==> config.mk <==
export PLATFORM = sky130hd
export DESIGN_NAME = stopwatch_ctrl
export DESIGN_NICKNAME = d
export VERILOG_FILES = /design/src/rtl/stopwatch_ctrl.sv
export SDC_FILE = /design/constraint.sdc
export NUM_CORES = 1
export LEC_CHECK = 0
export CAP_MARGIN = 20
export CORE_MARGIN = 8
export CORE_UTILIZATION = 40
export DETAILED_ROUTE_END_ITERATION = 16
export GPL_TIMING_DRIVEN = 0
export PLACE_DENSITY = 0.54
export SLEW_MARGIN = 20
export SYNTH_ARGS = -nofsm -noshare
export SYNTH_HDL_FRONTEND = slang
export SYNTH_SLANG_ARGS = --single-unit
==> constraint.sdc <==
create_clock -name clk -period 3.85 [get_ports clk]
set_input_delay 0.5775 -clock clk [delete_from_list [all_inputs] [get_ports clk]]
set_output_delay 0.5775 -clock clk [all_outputs]
set_load 0.03 [all_outputs]
==> src/rtl/stopwatch_ctrl.sv <==
// Start/stop and lap/reset button controller for a stopwatch display.
// Short lap presses toggle the lap freeze; a long lap hold clears the counters.
module stopwatch_ctrl #(
  parameter logic [23:0] LONG_CYCLES = 24'd10_000_000
) (
  input  logic       clk,
  input  logic       rst_n,
  input  logic       start_btn,
  input  logic       lap_btn,
  output logic       run,
  output logic       lap_hold,
  output logic       clear,
  output logic [1:0] state
);

  typedef enum logic [1:0] {
    StIdle = 2'b00,
    StRun  = 2'b01,
    StLap  = 2'b10,
    StStop = 2'b11
  } state_e;

  state_e      state_q, state_d;
  logic        clear_d;
  logic        start_prev_q, lap_prev_q;
  logic        armed_q;
  logic [23:0] hold_cnt_q;

  logic start_press, lap_press, lap_rel, long_hit, rel_ok;

  assign start_press = start_btn & ~start_prev_q;
  assign lap_press   = lap_btn & ~lap_prev_q;
  assign lap_rel     = ~lap_btn & lap_prev_q;
  // The press cycle itself counts as the first held cycle.
  assign long_hit    = armed_q & lap_btn & (hold_cnt_q == LONG_CYCLES - 24'd1);
  assign rel_ok      = armed_q & lap_rel & (hold_cnt_q < LONG_CYCLES);
  assign state       = state_q;

  always_comb begin
    state_d = state_q;
    clear_d = 1'b0;
    unique case (state_q)
      StIdle: begin
        if (start_press)    state_d = StRun;
        else if (lap_press) clear_d = 1'b1;
      end
      StRun, StLap: begin
        if (start_press) begin
          state_d = StStop;
        end else if (long_hit) begin
          clear_d = 1'b1;
          state_d = StIdle;
        end else if (rel_ok) begin
          state_d = (state_q == StRun) ? StLap : StRun;
        end
      end
      StStop: begin
        if (start_press) begin
          state_d = StRun;
        end else if (lap_press) begin
          clear_d = 1'b1;
          state_d = StIdle;
        end
      end
      default: state_d = StIdle;
    endcase
  end

  always_ff @(posedge clk or negedge rst_n) begin
    if (!rst_n) begin
      state_q      <= StIdle;
      run          <= 1'b0;
      lap_hold     <= 1'b0;
      clear        <= 1'b0;
      start_prev_q <= 1'b1;
      lap_prev_q   <= 1'b1;
      armed_q      <= 1'b0;
      hold_cnt_q   <= 24'd0;
    end else begin
      start_prev_q <= start_btn;
      lap_prev_q   <= lap_btn;
      if (lap_press) begin
        hold_cnt_q <= 24'd1;
        // A lap press coinciding with a start press is discarded entirely.
        armed_q    <= ~start_press;
      end else if (lap_rel) begin
        armed_q <= 1'b0;
      end else if (armed_q && lap_btn) begin
        hold_cnt_q <= hold_cnt_q + 24'd1;
        if (long_hit) armed_q <= 1'b0;
      end
      state_q  <= state_d;
      clear    <= clear_d & ~clear;
      run      <= (state_d == StRun) || (state_d == StLap);
      lap_hold <= (state_d == StLap);
    end
  end

endmodule

==> metrics.txt, run 1 <==
outcome=finished clean; Max VDD drop=0.293 mV; Max-slew headroom=0.520; FF-to-FF setup slack=around 1.5 ns; WL final=3580 µm; Fin. Hold Viols=0; CP delay by family, top=buffers and inverters; r2r worst-path depth=8; First-pass DRT Iterations=4; clk slew on worst S/H paths=0.07 ns; Seq cells post-synth=32; Post-CTS Hold Fix Bufs=0; area grow syn2layout=13.6%; wire per inst=around 14 µm; Critical R2R Launch=lap_prev_q; die area=0.00679 mm²; fin cells=250; Final nets=roughly 210; core region area=roughly 0.0043 mm²; Slowest cell on crit path=clkdlybuf4s50_1; RD Place Congestion=roughly 0.79; Post-Syn Area per Cell=around 9.7 µm²; Clock Latency Late Sink=about 0.28 ns; Syn Inst Count=approximately 180; WL met2=~1700 µm; Post-CTS Setup Bufs=0; Clock Root Buffer=clkbuf_8; first-pass GRT wire length=around 6500 µm; sequential share of the synthesized area=0.456; GRT Resource Usage Total=0.123; Worst R2R End=run; top sig layer=met4; CP Cell Sequence=clkdlybuf4s50_1 -> inv_1 -> ha_1 -> clkbuf_1 -> nand3_1 -> a211oi_2 -> mux2i_1 -> o221ai_1 -> ha_1 -> inv_1; CP arrival=about 2.9 ns; vias in the first global route=about 1400; TritonCTS clock tree=built; skew final=slightly below 0.009 ns; via count=between 1000 and 1500; unrepaired setup endpoints after global routing=false; CP Max Fanout=9; Netlist cell types=38; Metal-1 WL=1640 µm; DR vias/cell=between 5 and 6; hold_ws=between 0.3 and 0.4 ns; HPWL after DPL=2620 µm; WP data required=4.02 ns; Die X=between 80 and 90 µm; worst slew pin tran=about 0.72 ns; Warnings, synthesis=0; htree depth=2; Crit. End Element=flip-flop; deepest clock path buffer count=2; largest net degree at the start of global routing=33; fin. max-slew vios=0; placed insts=between 200 and 250; Initial Util=0.411; Max Freq=approximately 0.37 GHz; syn_nets=between 150 and 200; post-route ant nets=0; fin crit share=0.699; PortBufs=8; fraction of layout cells with a size suffix above 1=0.0909; crit path buf inv count=4; grt ovf=0; Startpoint Class=input pin; FP Rows=24; min-delay worst type=in2async; final setup violation count=0; power per cell area=506 mW/mm²; antenna violations before repair=0; Post-Syn Area=approximately 0.0018 mm²; LEAKAGE=approximately 0.00089 µW; post-CTS sizing=0; drt drc=0; CTS buffer count=5; Ant. Diodes=0; sum of negative setup slack=0 ns; I/O pins=9; DRT iter0 DRCs=66; crit path time final=between 2 and 3 ns; clock sink count=32; maxcap violations=0; met3 routed wirelength=approximately 120 µm; Worst path max stage delay=0.50 ns; critical path class=in2reg; Die H=approximately 82 µm
sequential cells by signal, indices dropped and copies added, names as in the netlist:
name / cells
lap_hold: 1
lap_prev_q: 1
start_prev_q: 1
clear: 1
run: 1
armed_q: 1
state: 2
hold_cnt_q: 24
per-layer routing:
| layer | track usage | up-vias |
|---|---|---|
| met2 | 0.193 | 16 |
| met1 | 0.151 | 661 |
| met4 | 0.0614 | 0 |
| met3 | 0.0357 | 8 |
| met5 | 0 | - |
| li1 | - | 671 |
worst max-delay path by stage:
stage	startpoint	to	slack (ns)	cells past startpoint
finish	lap_btn	run	1.16	10
global route	lap_btn	run	0.99	10
CTS	lap_btn	run	1.15	10
detailed placement	lap_btn	run	0.86	10
global placement	lap_btn	run	0.94	10
floorplan	lap_btn	run	1.70	9
layout by cell type (no fill, tap or decap), types with 2 or more instances in the layout:
master and n:
nand2_1 9, xnor2_1 9, nor2b_1 2, and3_1 7
nand4_1 6, clkdlybuf4s50_1 7, nand3_1 10, clkbuf_8 7
or3_1 4, ha_1 7, mux2i_1 4, dfstp_2 2
xor2_1 9, nand2b_1 2, and4_1 3, inv_1 8
nor2_1 26, o21ai_0 10, nor3_1 5, clkbuf_1 4
a21oi_1 8, dfrtp_1 30
cells in the mapped netlist (all sizes together):
cell type,number,area (µm²)
nor3,6,35.0
ha,7,87.6
and2b,1,7.51
nand3,11,60.1
a211o,1,8.76
xnor2,9,78.8
and4b,1,10.0
nand4,6,37.5
and2,1,6.26
and3,7,43.8
dfstp,2,52.6
dfrtp,30,751
o21a,1,7.51
and4bb,1,12.5
or3,4,25.0
nor4,2,18.8
a21o,1,7.51
mux2i,4,40.0
a211oi,2,20.0
inv,8,30.0
a21oi,9,48.8
nand2b,2,12.5
xor2,9,78.8
and4,4,37.5
nand2,9,33.8
clkbuf,3,11.3
nor4b,1,23.8
o221ai,1,8.76
nor2,26,97.6
or4,1,7.51
o21ai,10,50.1
nor2b,2,12.5
cells by family after synthesis:
family,synth area share
DFF,0.456
and+or+nand+nor,0.273
AOI/OAI and AO/OA,0.0859
xor gates and xnor gates,0.0894
muxes,0.0227
adders and majority gates,0.0497
buffers and inverters,0.0234
metrics by stage:
| stage | setup WS (ns) | utilization | power [µW] | instance area, µm² |
|---|---|---|---|---|
| finish | 1.16 | 0.466 | 1010 | 2000 |
| global route | 0.992 | 0.466 | 1090 | 2000 |
| floorplan | 1.70 | - | 633 | 1760 |
| CTS | 1.15 | 0.466 | 1030 | 2000 |
| global placement | 0.943 | 0.444 | 717 | 1910 |
| detailed placement | 0.855 | 0.443 | 738 | 1900 |
layout make-up:
cell class	count	area [µm²]
Multi-Input combinational cell	139	918
Tap cell	52	65.1
Clock buffer	8	100
Buffer	3	11.3
Inverter	8	30.0
Sequential cell	32	803
Timing Repair Buffer	8	75.1
Fill cell	411	2290
power breakdown:
| group | switching, µW | internal (µW) | leakage, µW | total [µW] |
|---|---|---|---|---|
| Sequential | 43.4 | 384 | 0.000422 | 428 |
| Clock | 121 | 163 | 0.0000515 | 284 |
| Combinational | 176 | 126 | 0.000412 | 302 |
| Total | 340 | 673 | 0.000885 | 1010 |
Power figures use the tool's default switching activity.
==> run 2: changes to the inputs <==
==> constraint.sdc (replaced) <==
create_clock -name clk -period 2.7 [get_ports clk]
set_input_delay 0.405 -clock clk [delete_from_list [all_inputs] [get_ports clk]]
set_output_delay 0.405 -clock clk [all_outputs]
set_load 0.03 [all_outputs]
==> results of run 2 <==
Same layout as run 1 (identical final DEF). Status: finished clean.
Among the figures that moved: setup slack after placement 0.855 ns -> -0.122 ns; setup slack after layout 1.16 ns -> 0.183 ns; hold slack 0.341 ns -> 0.168 ns; register-to-register setup slack 1.53 ns -> 0.38 ns; total power 1010 µW -> 1440 µW; worst IR drop on VDD 0.293 mV -> 0.418 mV
